[src/rtl/nios_system_pio_pkg.sv]
// Shared constants, bus request type and edge-detect helper for the Nios II PIO slaves.
package nios_system_pio_pkg;

  localparam int unsigned ADDR_W = 3;
  localparam int unsigned DATA_W = 32;

  localparam logic [ADDR_W-1:0] ADDR_DATA    = ADDR_W'(0);
  localparam logic [ADDR_W-1:0] ADDR_IRQMASK = ADDR_W'(2);
  localparam logic [ADDR_W-1:0] ADDR_EDGECAP = ADDR_W'(3);

  localparam int unsigned EDGE_RISE = 0;
  localparam int unsigned EDGE_FALL = 1;
  localparam int unsigned EDGE_ANY  = 2;

  typedef struct packed {
    logic              wr;
    logic [ADDR_W-1:0] addr;
    logic [DATA_W-1:0] wdata;
  } pio_req_t;

  // Per-bit edge event between two consecutive debounced samples.
  function automatic logic [DATA_W-1:0] edge_event(input int unsigned     edge_type,
                                                   input logic [DATA_W-1:0] cur,
                                                   input logic [DATA_W-1:0] prev);
    case (edge_type)
      EDGE_RISE: return cur & ~prev;
      EDGE_FALL: return ~cur & prev;
      EDGE_ANY:  return cur ^ prev;
      default:   return cur ^ prev;
    endcase
  endfunction

endpackage

[src/rtl/nios_system_key_pio_in_if.sv]
// Avalon-MM slave bus of the key input PIO, including its interrupt line.
interface nios_system_key_pio_in_if;
  import nios_system_pio_pkg::*;

  logic [ADDR_W-1:0] address;
  logic              chipselect;
  logic              write_n;
  logic [DATA_W-1:0] writedata;
  logic [DATA_W-1:0] readdata;
  logic              irq;

  modport master (
    output address, chipselect, write_n, writedata,
    input  readdata, irq
  );

  modport slave (
    input  address, chipselect, write_n, writedata,
    output readdata, irq
  );
endinterface

[src/rtl/nios_system_pio_debounce.sv]
// Two-flop synchronizer plus tick-sampled debounce; the first tick after reset only primes the history.
module nios_system_pio_debounce #(
  parameter int unsigned WIDTH           = 18,
  parameter int unsigned DEBOUNCE_CYCLES = 1000
) (
  input  logic             clk,
  input  logic             reset_n,
  input  logic [WIDTH-1:0] in_port,
  output logic [WIDTH-1:0] data_in,
  output logic [WIDTH-1:0] data_prev,
  output logic             sample_valid
);

  localparam int unsigned CNT_W = (DEBOUNCE_CYCLES > 1) ? $clog2(DEBOUNCE_CYCLES) : 1;
  localparam logic [CNT_W-1:0] CNT_LAST = CNT_W'(DEBOUNCE_CYCLES - 1);

  logic [WIDTH-1:0] sync1;
  logic [WIDTH-1:0] sync2;
  logic [CNT_W-1:0] cnt;
  logic             tick;
  logic             primed;

  assign tick = (cnt == CNT_LAST);

  // Metastability guard for the asynchronous key inputs.
  always_ff @(posedge clk or negedge reset_n) begin
    if (!reset_n) begin
      sync1 <= '0;
      sync2 <= '0;
    end else begin
      sync1 <= in_port;
      sync2 <= sync1;
    end
  end

  // Free-running sample-interval counter, unaffected by bus traffic.
  always_ff @(posedge clk or negedge reset_n) begin
    if (!reset_n) begin
      cnt <= '0;
    end else if (tick) begin
      cnt <= '0;
    end else begin
      cnt <= cnt + CNT_W'(1);
    end
  end

  // Unprimed tick loads both samples identically so no edge can be seen across reset.
  always_ff @(posedge clk or negedge reset_n) begin
    if (!reset_n) begin
      data_in      <= '0;
      data_prev    <= '0;
      primed       <= 1'b0;
      sample_valid <= 1'b0;
    end else begin
      sample_valid <= 1'b0;
      if (tick) begin
        data_in      <= sync2;
        data_prev    <= primed ? data_in : sync2;
        primed       <= 1'b1;
        sample_valid <= primed;
      end
    end
  end

endmodule

[src/rtl/nios_system_key_pio_in.sv]
// Avalon-MM input PIO: debounced key data, IRQ mask and write-1-to-clear edge capture.
module nios_system_key_pio_in
  import nios_system_pio_pkg::*;
#(
  parameter int unsigned WIDTH           = 18,
  parameter int unsigned DEBOUNCE_CYCLES = 1000,
  parameter int unsigned EDGE_TYPE       = EDGE_RISE
) (
  input  logic                    clk,
  input  logic                    reset_n,
  nios_system_key_pio_in_if.slave bus,
  input  logic [WIDTH-1:0]        in_port
);

  logic [WIDTH-1:0]  data_in;
  logic [WIDTH-1:0]  data_prev;
  logic              sample_valid;
  logic [WIDTH-1:0]  irqmask;
  logic [WIDTH-1:0]  edgecap;
  logic [WIDTH-1:0]  edge_set;
  logic [WIDTH-1:0]  edge_clr;
  logic [DATA_W-1:0] rd_next;
  pio_req_t          req;
  logic              unused_wdata;

  nios_system_pio_debounce #(
    .WIDTH           (WIDTH),
    .DEBOUNCE_CYCLES (DEBOUNCE_CYCLES)
  ) u_debounce (
    .clk          (clk),
    .reset_n      (reset_n),
    .in_port      (in_port),
    .data_in      (data_in),
    .data_prev    (data_prev),
    .sample_valid (sample_valid)
  );

  // Only the low WIDTH bits of writedata carry register content.
  assign unused_wdata = ^(bus.writedata >> WIDTH);

  // Bus decode and per-bit set/clear terms for the capture register.
  always_comb begin
    req       = '0;
    req.wr    = bus.chipselect && !bus.write_n;
    req.addr  = bus.address;
    req.wdata = bus.writedata;

    edge_clr = '0;
    if (req.wr && (req.addr == ADDR_EDGECAP)) begin
      edge_clr = req.wdata[WIDTH-1:0];
    end

    edge_set = '0;
    if (sample_valid) begin
      edge_set = WIDTH'(edge_event(EDGE_TYPE, DATA_W'(data_in), DATA_W'(data_prev)));
    end
  end

  // Read mux runs every cycle regardless of chipselect; unmapped words read 0.
  always_comb begin
    rd_next = '0;
    case (bus.address)
      ADDR_DATA:    rd_next = DATA_W'(data_in);
      ADDR_IRQMASK: rd_next = DATA_W'(irqmask);
      ADDR_EDGECAP: rd_next = DATA_W'(edgecap);
      default:      rd_next = '0;
    endcase
  end

  // Set has priority over a simultaneous clear on the same bit.
  always_ff @(posedge clk or negedge reset_n) begin
    if (!reset_n) begin
      irqmask      <= '0;
      edgecap      <= '0;
      bus.readdata <= '0;
    end else begin
      if (req.wr && (req.addr == ADDR_IRQMASK)) begin
        irqmask <= req.wdata[WIDTH-1:0];
      end
      edgecap      <= (edgecap & ~edge_clr) | edge_set;
      bus.readdata <= rd_next;
    end
  end

  assign bus.irq = |(edgecap & irqmask);

endmodule

[src/flat_wrapper.sv]
// flat-port wrapper written by rule: the top's interface ports become plain ports
module nios_system_key_pio_in_flat import nios_system_pio_pkg::*;
#(
  parameter int unsigned WIDTH           = 18,
  parameter int unsigned DEBOUNCE_CYCLES = 1000,
  parameter int unsigned EDGE_TYPE       = EDGE_RISE
)
  (clk, reset_n, in_port, bus_address, bus_chipselect, bus_write_n, bus_writedata, bus_readdata, bus_irq);
  nios_system_key_pio_in_if bus_i ();
  input  logic clk;
  input  logic reset_n;
  input  logic [WIDTH-1:0] in_port;
  input wire logic [$bits(bus_i.address)-1:0] bus_address;
  input wire logic [$bits(bus_i.chipselect)-1:0] bus_chipselect;
  input wire logic [$bits(bus_i.write_n)-1:0] bus_write_n;
  input wire logic [$bits(bus_i.writedata)-1:0] bus_writedata;
  output wire logic [$bits(bus_i.readdata)-1:0] bus_readdata;
  output wire logic [$bits(bus_i.irq)-1:0] bus_irq;
  assign bus_i.address = bus_address;
  assign bus_i.chipselect = bus_chipselect;
  assign bus_i.write_n = bus_write_n;
  assign bus_i.writedata = bus_writedata;
  assign bus_readdata = bus_i.readdata;
  assign bus_irq = bus_i.irq;
  nios_system_key_pio_in #(.WIDTH(WIDTH), .DEBOUNCE_CYCLES(DEBOUNCE_CYCLES), .EDGE_TYPE(EDGE_TYPE)) u_core (.clk(clk), .reset_n(reset_n), .bus(bus_i), .in_port(in_port));
endmodule
[config.mk]
export PLATFORM = sky130hd
export DESIGN_NAME = nios_system_key_pio_in_flat
export DESIGN_NICKNAME = d
export VERILOG_FILES = /design/src/rtl/nios_system_pio_pkg.sv /design/src/rtl/nios_system_key_pio_in_if.sv /design/src/rtl/nios_system_pio_debounce.sv /design/src/rtl/nios_system_key_pio_in.sv /design/src/flat_wrapper.sv
export SDC_FILE = /design/constraint.sdc
export NUM_CORES = 1
export LEC_CHECK = 0
export CAP_MARGIN = 20
export CORE_ASPECT_RATIO = 0.75
export CORE_UTILIZATION = 57
export CTS_CLUSTER_SIZE = 14
export DETAILED_ROUTE_END_ITERATION = 6
export PLACE_DENSITY = 0.92
export SYNTH_ARGS = -nofsm -noshare
export SYNTH_HDL_FRONTEND = slang
export SYNTH_HIERARCHICAL = 1
export SYNTH_SLANG_ARGS = --single-unit
[constraint.sdc]
create_clock -name clk -period 4.22 [get_ports clk]
set_input_delay 0.844 -clock clk [delete_from_list [all_inputs] [get_ports clk]]
set_output_delay 0.844 -clock clk [all_outputs]
set_load 0.01 [all_outputs]
==> impl_metrics.prom, run 1 <==
# TYPE chip_impl_metric gauge
chip_impl_metric{name="synth.yosys.warnings",unit=""} 6
chip_impl_metric{name="rr_worst_depth",unit=""} 4
chip_impl_info{name="startpoint_type",value="flop"} 1
chip_impl_metric{name="firstDrtPassIters",unit=""} 4
chip_impl_metric{name="skew",unit="ns"} 0.00860
chip_impl_metric{name="wirelength",unit="µm"} 12200
chip_impl_metric{name="dpl.cell_count",unit=""} 620
chip_impl_metric{name="ys_types",unit=""} 43
chip_impl_info{name="grt_setup_unrepaired",value="no"} 1
chip_impl_metric{name="place.port_buffers",unit=""} 61
chip_impl_info{name="synthTopCellsByCount",value="sky130_fd_sc_hd__dfrtp_1 (138), sky130_fd_sc_hd__nand2_1 (55), sky130_fd_sc_hd__nor2_1 (43), sky130_fd_sc_hd__mux2i_1 (36), sky130_fd_sc_hd__mux2_4 (22)"} 1
chip_impl_metric{name="place_ws",unit="ns"} 1.07
chip_impl_metric{name="cts_made_buffers",unit=""} 17
chip_impl_info{name="netlist.top_cell.by_area",value="sky130_fd_sc_hd__dfrtp_1"} 1
chip_impl_metric{name="cts_setup_buffers",unit=""} 0
chip_impl_metric{name="critical_path_peak_fanout",unit=""} 3
chip_impl_metric{name="final_max_slew_viol_count",unit=""} 0
chip_impl_metric{name="arrival",unit="ns"} 2.23
chip_impl_metric{name="grt_start_max_net_pins",unit=""} 124
chip_impl_metric{name="cts.sink_count",unit=""} 138
chip_impl_metric{name="synth_cells",unit=""} 445
chip_impl_info{name="critical_path.startpoint",value="u_core/edgecap[5]"} 1
chip_impl_metric{name="timing.slew.headroom",unit="%"} 23.2
chip_impl_metric{name="final_tns_setup",unit="ns"} 0
chip_impl_metric{name="number_of_enable_flip_flop_cells_after_synthesis",unit=""} 0
chip_impl_metric{name="post_synthesis_to_final_layout_area_growth",unit="%"} 22.0
chip_impl_info{name="setup.worst_path.end",value="bus_irq"} 1
chip_impl_metric{name="fp.dieH",unit="µm"} 88.2
chip_impl_metric{name="placement.cell_area",unit="mm²"} 0.00624
chip_impl_metric{name="final_nets",unit=""} 566
chip_impl_info{name="synthMostInstantiatedCell",value="sky130_fd_sc_hd__dfrtp_1"} 1
chip_impl_metric{name="finalSetupViolations",unit=""} 0
chip_impl_metric{name="cts.clk_slew.worst_paths",unit="ns"} 0.06
chip_impl_metric{name="max_slew.worst_pin.slew",unit="ns"} 1.15
chip_impl_info{name="worst-setup-path-type",value="flop to primary output"} 1
chip_impl_metric{name="first_global_vias",unit=""} 3836
chip_impl_metric{name="initial_antenna_violation_count",unit=""} 0
chip_impl_metric{name="clock_insertion_delay_at_the_later_pin_of_the_skew_report",unit="ns"} 0.42
chip_impl_metric{name="antenna_cells",unit=""} 0
chip_impl_metric{name="grt_overflow",unit=""} 0
chip_impl_info{name="tritoncts",value="done"} 1
chip_impl_metric{name="min_period",unit="ns"} 3.08
chip_impl_metric{name="cts-htree-levels",unit=""} 4
chip_impl_metric{name="max-cap-violations",unit=""} 0
chip_impl_metric{name="dp.final_hpwl",unit="µm"} 7210
chip_impl_metric{name="share_of_cells_above_drive_strength_1",unit="%"} 13.6
chip_impl_metric{name="std_cell_rows",unit=""} 31
chip_impl_metric{name="ys_async_sr_fraction",unit="%"} 100
chip_impl_metric{name="final_non_filler_cell_area",unit="mm²"} 0.00689
chip_impl_metric{name="cts_hold_buf",unit=""} 0
chip_impl_info{name="netlist_top_cells_area",value="sky130_fd_sc_hd__dfrtp_1 (61%), sky130_fd_sc_hd__mux2i_1 (6.4%), sky130_fd_sc_hd__mux2_4 (5.9%), sky130_fd_sc_hd__nand2_1 (3.7%), sky130_fd_sc_hd__nor2_1 (2.9%)"} 1
chip_impl_info{name="outcome",value="completed"} 1
chip_impl_metric{name="drtAntennaViolNets",unit=""} 0
chip_impl_metric{name="synth-seq-area-share",unit="%"} 61.2
chip_impl_metric{name="rrSetupSlack",unit="ns"} 2.34
chip_impl_metric{name="drc",unit=""} 0
chip_impl_metric{name="grt_util_all_layers",unit="%"} 26.6
chip_impl_metric{name="die-area",unit="mm²"} 0.0103
chip_impl_metric{name="floorplan.initialDensity",unit="%"} 58.7
chip_impl_info{name="critical_path.reg2reg.endpoint",value="u_core/u_debounce/data_in[3]"} 1
chip_impl_info{name="cts_root_buf",value="sky130_fd_sc_hd__clkbuf_16"} 1
chip_impl_metric{name="die_w",unit="µm"} 117
chip_impl_metric{name="final.setup.worst_slack",unit="ns"} 1.14
chip_impl_info{name="reg2reg_from",value="u_core/u_debounce/cnt[2]"} 1
chip_impl_metric{name="floorplan.io_pins",unit=""} 90
chip_impl_metric{name="synth_area",unit="mm²"} 0.00565
chip_impl_metric{name="power_density",unit="mW/mm²"} 486
chip_impl_metric{name="grt_pass1_wl",unit="µm"} 19700
chip_impl_metric{name="gp_routability_congestion",unit=""} 0.840
chip_impl_metric{name="worstPathRequired",unit="ns"} 3.38
chip_impl_metric{name="routed_vias",unit=""} 3687
chip_impl_metric{name="maxClockFrequency",unit="MHz"} 325
chip_impl_metric{name="yosys_register_bits",unit=""} 138
chip_impl_info{name="endpoint_kind",value="primary output"} 1
chip_impl_metric{name="synth_largest_type_area_fraction",unit="%"} 61.2
chip_impl_metric{name="final-instance-count-excl-fill",unit=""} 653
chip_impl_metric{name="irDropWorstVdd",unit="µV"} 295
chip_impl_metric{name="cellLeakagePower",unit="µW"} 0.00310
chip_impl_metric{name="cts-root-to-sink-buffers",unit=""} 2
chip_impl_metric{name="post_route_clock_period_utilization",unit="%"} 72.9
chip_impl_info{name="postSynth.topFlopCell",value="sky130_fd_sc_hd__dfrtp_1"} 1
chip_impl_metric{name="ctsResizeCount",unit=""} 0
chip_impl_metric{name="routed_via_density",unit=""} 5.65
chip_impl_metric{name="core_area",unit="mm²"} 0.00962
chip_impl_info{name="hold_class",value="input port to async pin"} 1
chip_impl_metric{name="dr.first_iter.drc_count",unit=""} 264
chip_impl_metric{name="final_hold_viol_count",unit=""} 0
chip_impl_metric{name="post-layout-total-power",unit="µW"} 3350
chip_impl_metric{name="wl_per_cell",unit="µm"} 18.6
chip_impl_metric{name="postSynthAreaPerCell",unit="µm²"} 12.7
[stage by stage]
step | utilization (%) | hold WS [ns]
after floorplan | - | 0.331
final | 71.6 | 0.247
after global placement | 64.9 | 0.333
after detailed placement | 64.9 | 0.335
after global routing | 71.6 | 0.246
after CTS | 71.3 | 0.344
[layout by cell type, fill, tap and decap left out, types with 3 or more instances in the layout]
master                              n
sky130_fd_sc_hd__clkdlybuf4s50_1   60
sky130_fd_sc_hd__a221oi_1           3
sky130_fd_sc_hd__bufinv_16          3
sky130_fd_sc_hd__mux2_2             8
sky130_fd_sc_hd__a21oi_1           20
sky130_fd_sc_hd__o2bb2ai_1         16
sky130_fd_sc_hd__nor2_1            43
sky130_fd_sc_hd__a22oi_1            3
sky130_fd_sc_hd__conb_1            14
sky130_fd_sc_hd__buf_4              4
sky130_fd_sc_hd__clkinvlp_4         4
sky130_fd_sc_hd__mux2_4            22
sky130_fd_sc_hd__nand3_1            4
sky130_fd_sc_hd__nand2_1           55
sky130_fd_sc_hd__a22o_1             3
sky130_fd_sc_hd__mux2_1             6
sky130_fd_sc_hd__and3_1             4
sky130_fd_sc_hd__clkbuf_16         17
sky130_fd_sc_hd__clkinv_4           3
sky130_fd_sc_hd__dfrtp_1          138
sky130_fd_sc_hd__o21ai_1           18
sky130_fd_sc_hd__mux2i_1           36
sky130_fd_sc_hd__xnor2_1            3
[critical path, stage by stage (launching register included)]
cell and delay [ns]:
sky130_fd_sc_hd__dfrtp_1 0.41, sky130_fd_sc_hd__a22o_1 0.26, sky130_fd_sc_hd__a221oi_1 0.33, sky130_fd_sc_hd__and3_1 0.22, sky130_fd_sc_hd__nand4_1 0.09, sky130_fd_sc_hd__clkdlybuf4s50_1 0.50
[where the power goes]
part	switching (µW)	internal (µW)	total, µW
Clock	559	966	1520
Sequential	84.9	1430	1510
Combinational	139	172	311
Total	783	2570	3350
[final cells by class]
class                      count  area [µm²]
inverter                       2        7.51
clock buffer                  20         457
sequential                   138        3450
clock inverter                12         164
timing repair buffer          66         669
tap                          132         165
fill                         643        2730
multi-input combinational    283        1970
[cell families after synthesis]
| group | share of synthesized area (%) |
|---|---|
| other | 0.0664 |
| muxes | 15.0 |
| buffers and inverters | 4.79 |
| AOI/OAI and AO/OA | 8.16 |
| adders and majority gates | 0.222 |
| xor gates and xnor gates | 0.776 |
| DFF | 61.2 |
| and+or+nand+nor | 9.80 |
[how the worst min path moves through the flow]
stage | startpoint | to | depth (start not counted)
2_1_floorplan | u_core/u_debounce/sync1[0] | u_core/u_debounce/sync2[0] | 0
3_3_place_gp | u_core/u_debounce/sync1[7] | u_core/u_debounce/sync2[7] | 0
3_5_place_dp | u_core/u_debounce/sync1[1] | u_core/u_debounce/sync2[1] | 0
4_1_cts | u_core/u_debounce/sync1[1] | u_core/u_debounce/sync2[1] | 0
5_1_grt | reset_n | u_core/u_debounce/sync1[11] | 1
6_report | reset_n | u_core/u_debounce/sync1[11] | 1
[flip-flops by register name, summed over array words and instances, names as in the netlist]
name,cells
u_core/u_debounce/cnt,10
u_core/u_debounce/sync1,18
u_core/edgecap,18
u_core/u_debounce/sync2,18
u_core/u_debounce/primed,1
u_core/irqmask,18
u_core/bus.readdata,18
u_core/u_debounce/sample_valid,1
u_core/u_debounce/data_in,18
u_core/u_debounce/data_prev,18
[routing by layer]
layer / routed length (µm) / global-route usage (%) / vias to the layer above
li1: - / - / 1642
met1: 4880 / 32.3 / 1840
met2: 6070 / 44.1 / 174
met3: 926 / 8.44 / 31
met4: 290 / 11.6 / 0
met5: 0 / 0 / -
No activity file was read; power rests on OpenSTA's default activity.
==> run 2, diff against run 1 <==
Settings changed: CORE_UTILIZATION 57 to 53, PLACE_DENSITY 0.92 to 0.87.
Clock period 4.22 ns to 3.2 ns, I/O delays scaled along.
==> run 2 against run 1 <==
  * Final cell count increased by 1.2%
  * Combinational power is 29% higher
  * Critical endpoint unchanged
  * Die area grew 7.4%
  * Critical path depth did not move
  * Setup slack got worse by 0.75 ns
  * Register-to-register slack got worse by 0.99 ns
  * Critical path type unchanged
  * Clock power increased by 24%
  * Largest cell class unchanged
  * Global-route usage shrank 3.4 points
  * Routed wire length decreased by 4.5%
  * First-iteration DRC count rose by 11%
  * Total power is 28% higher
==> impl_metrics.prom, run 2 (same netlist as run 1, synthesis figures left out) <==
# TYPE chip_impl_metric gauge
chip_impl_info{name="outcome",value="completed"} 1
chip_impl_metric{name="floorplan.initialDensity",unit="%"} 54.7
chip_impl_metric{name="grt_pass1_wl",unit="µm"} 19000
chip_impl_metric{name="fp.dieH",unit="µm"} 91.4
chip_impl_metric{name="switching_share",unit="%"} 22.6
chip_impl_metric{name="final_tns_setup",unit="ns"} 0
chip_impl_metric{name="cts_hold_buf",unit=""} 0
chip_impl_metric{name="gp_routability_congestion",unit=""} 0.811
chip_impl_metric{name="post_synthesis_to_final_layout_area_growth",unit="%"} 22.0
chip_impl_info{name="grt_setup_unrepaired",value="no"} 1
chip_impl_metric{name="post_route_clock_period_utilization",unit="%"} 87.6
chip_impl_metric{name="max-cap-violations",unit=""} 0
chip_impl_metric{name="dp.final_hpwl",unit="µm"} 7270
chip_impl_metric{name="firstDrtPassIters",unit=""} 5
chip_impl_metric{name="final_nets",unit=""} 570
chip_impl_metric{name="sequentialPowerShare",unit="%"} 46.6
chip_impl_metric{name="grtUsageMet1",unit="%"} 30.4
chip_impl_metric{name="min_period",unit="ns"} 2.80
chip_impl_metric{name="skew",unit="ns"} 0.00597
chip_impl_info{name="cts_root_buf",value="sky130_fd_sc_hd__clkbuf_16"} 1
chip_impl_metric{name="final_hold_viol_count",unit=""} 0
chip_impl_metric{name="floorplan.io_pins",unit=""} 90
chip_impl_metric{name="irDropWorstVdd",unit="µV"} 411
chip_impl_metric{name="arrival",unit="ns"} 2.16
chip_impl_metric{name="power.net_switching",unit="µW"} 967
chip_impl_metric{name="cts_setup_buffers",unit=""} 0
chip_impl_metric{name="cts.sink_count",unit=""} 138
chip_impl_info{name="endpoint_kind",value="primary output"} 1
chip_impl_metric{name="timing.slew.headroom",unit="%"} 51.1
chip_impl_metric{name="routed_vias",unit=""} 3630
chip_impl_metric{name="place.port_buffers",unit=""} 61
chip_impl_metric{name="grt_overflow",unit=""} 0
chip_impl_metric{name="timing.critical_path.slowest_cell_delay",unit="ns"} 0.50
chip_impl_metric{name="drtAntennaViolNets",unit=""} 0
chip_impl_metric{name="dr.first_iter.drc_count",unit=""} 293
chip_impl_metric{name="hold_slack",unit="ns"} 0.265
chip_impl_metric{name="first_global_vias",unit=""} 3723
chip_impl_metric{name="antenna_cells",unit=""} 0
chip_impl_metric{name="max_slew.worst_pin.slew",unit="ns"} 0.733
chip_impl_metric{name="routed_via_density",unit=""} 5.49
chip_impl_info{name="critPathSlowestCell",value="sky130_fd_sc_hd__clkdlybuf4s50_1"} 1
chip_impl_metric{name="groute.layer.met2.usage",unit="%"} 36.7
chip_impl_metric{name="wirelength",unit="µm"} 11600
chip_impl_info{name="path_cells",value="a22o_1 -> a221oi_1 -> and3_1 -> nand4_1 -> clkdlybuf4s50_1"} 1
chip_impl_metric{name="die-area",unit="mm²"} 0.0111
chip_impl_metric{name="initial_antenna_violation_count",unit=""} 0
chip_impl_info{name="worst-setup-path-type",value="flop to primary output"} 1
chip_impl_metric{name="power_density",unit="mW/mm²"} 621
chip_impl_info{name="tritoncts",value="done"} 1
chip_impl_metric{name="finalSetupViolations",unit=""} 0
chip_impl_info{name="hold_class",value="input port to async pin"} 1
chip_impl_metric{name="intPower",unit="µW"} 3310
chip_impl_metric{name="core_area",unit="mm²"} 0.0103
chip_impl_metric{name="wl_per_cell",unit="µm"} 17.6
chip_impl_info{name="grt_busiest_layer",value="met2"} 1
chip_impl_info{name="layout.cells.most_common_list",value="sky130_fd_sc_hd__dfrtp_1 (138), sky130_fd_sc_hd__clkdlybuf4s50_1 (60), sky130_fd_sc_hd__nand2_1 (55)"} 1
chip_impl_metric{name="cts.clk_slew.worst_paths",unit="ns"} 0.05
chip_impl_metric{name="grt_util_all_layers",unit="%"} 23.2
chip_impl_metric{name="power.share.clock",unit="%"} 44.0
chip_impl_metric{name="critical_path_peak_fanout",unit=""} 3
chip_impl_metric{name="std_cell_rows",unit=""} 32
chip_impl_metric{name="die_w",unit="µm"} 121
chip_impl_metric{name="cts-root-to-sink-buffers",unit=""} 2
chip_impl_info{name="layout_commonest_cell",value="sky130_fd_sc_hd__dfrtp_1"} 1
chip_impl_metric{name="final_max_slew_viol_count",unit=""} 0
chip_impl_info{name="startpoint_type",value="flop"} 1
chip_impl_metric{name="globalRouteMet3Util",unit="%"} 5.78
chip_impl_metric{name="clock_insertion_delay_at_the_later_pin_of_the_skew_report",unit="ns"} 0.41
chip_impl_metric{name="grt_start_max_net_pins",unit=""} 79
chip_impl_metric{name="drc",unit=""} 0
chip_impl_metric{name="cts_made_buffers",unit=""} 17
chip_impl_metric{name="cellLeakagePower",unit="µW"} 0.00311
chip_impl_metric{name="power_frac_comb",unit="%"} 9.4
chip_impl_metric{name="worstPathRequired",unit="ns"} 2.56
chip_impl_metric{name="maxClockFrequency",unit="MHz"} 357
chip_impl_metric{name="share_of_cells_above_drive_strength_1",unit="%"} 13.7
chip_impl_metric{name="cts-htree-levels",unit=""} 4
chip_impl_metric{name="ctsResizeCount",unit=""} 0
[run 2: cell count changes in the layout (fill, tap and decap cells not counted), sizes merged]
cell and delta:
bufinv -1, clkbuf +4, inv -2, clkinvlp -3, buf +4, clkinv +2
[run 2: path summary, 6_finish.rpt]
check,startpoint,endpoint,slack (ns),depth (start not counted)
min in group clk,u_core/u_debounce/sync1[16],u_core/u_debounce/sync2[16],0.35,0
max in group asynchronous,reset_n,u_core/u_debounce/data_prev[11],2.21,2
setup / recovery,u_core/irqmask[11],bus_irq,0.40,5
hold reg to reg,u_core/u_debounce/sync1[16],u_core/u_debounce/sync2[16],0.35,0
setup reg to reg,u_core/u_debounce/cnt[0],u_core/u_debounce/data_in[0],1.35,4
hold / removal,reset_n,u_core/u_debounce/sync1[0],0.27,1
[run 2: final cells by class]
cell class / count / area, µm²
clock buffer: 24 / 482
multi-input combinational: 283 / 1970
timing repair buffer: 70 / 712
tap: 136 / 170
clock inverter: 8 / 92.6
inverter: 2 / 7.51
sequential: 138 / 3450
fill: 691 / 3440
[run 2: stage by stage]
| stage | instance area (µm²) | power [µW] | std cells | setup slack, ns | utilization (%) |
|---|---|---|---|---|---|
| 6_report | 6890 | 4280 | 661 | 0.398 | 66.7 |
| 5_1_grt | 6890 | 4440 | 661 | 0.285 | 66.7 |
| 4_1_cts | 6860 | 4300 | 660 | 0.380 | 66.4 |
| 3_5_place_dp | 6290 | 2410 | 628 | 0.745 | 60.9 |
| 3_3_place_gp | 6290 | 2390 | 628 | 0.806 | 60.9 |
| 2_1_floorplan | 5690 | 2220 | 458 | 1.41 | - |
[run 2: routing by layer]
layer  wire length, µm  part of all wire (%)  up-vias
li1                  -                     -     1650
met1              5110                    44     1801
met5                 0                     0        -
met3               681                   5.9       23
met4               269                   2.3        0
met2              5560                    48      156
[run 2: critical path, delay by kind of cell, from the launching register on]
| family | cells | cell delay [ns] |
|---|---|---|
| flip-flops | 1 | 0.40 |
| buffers and inverters | 1 | 0.50 |
| AO/OA/AOI/OAI | 2 | 0.53 |
| AND/OR/NAND/NOR | 2 | 0.32 |
[run 2: power by group through the flow]
stage                     Combinational, µW  Clock (µW)  Sequential (µW)
after floorplan                         233           0             1990
after global placement                  383           0             2000
after detailed placement                399           0             2010
after CTS                               405        1900             1990
after global routing                    437        2000             2000
final                                   402        1880             1990
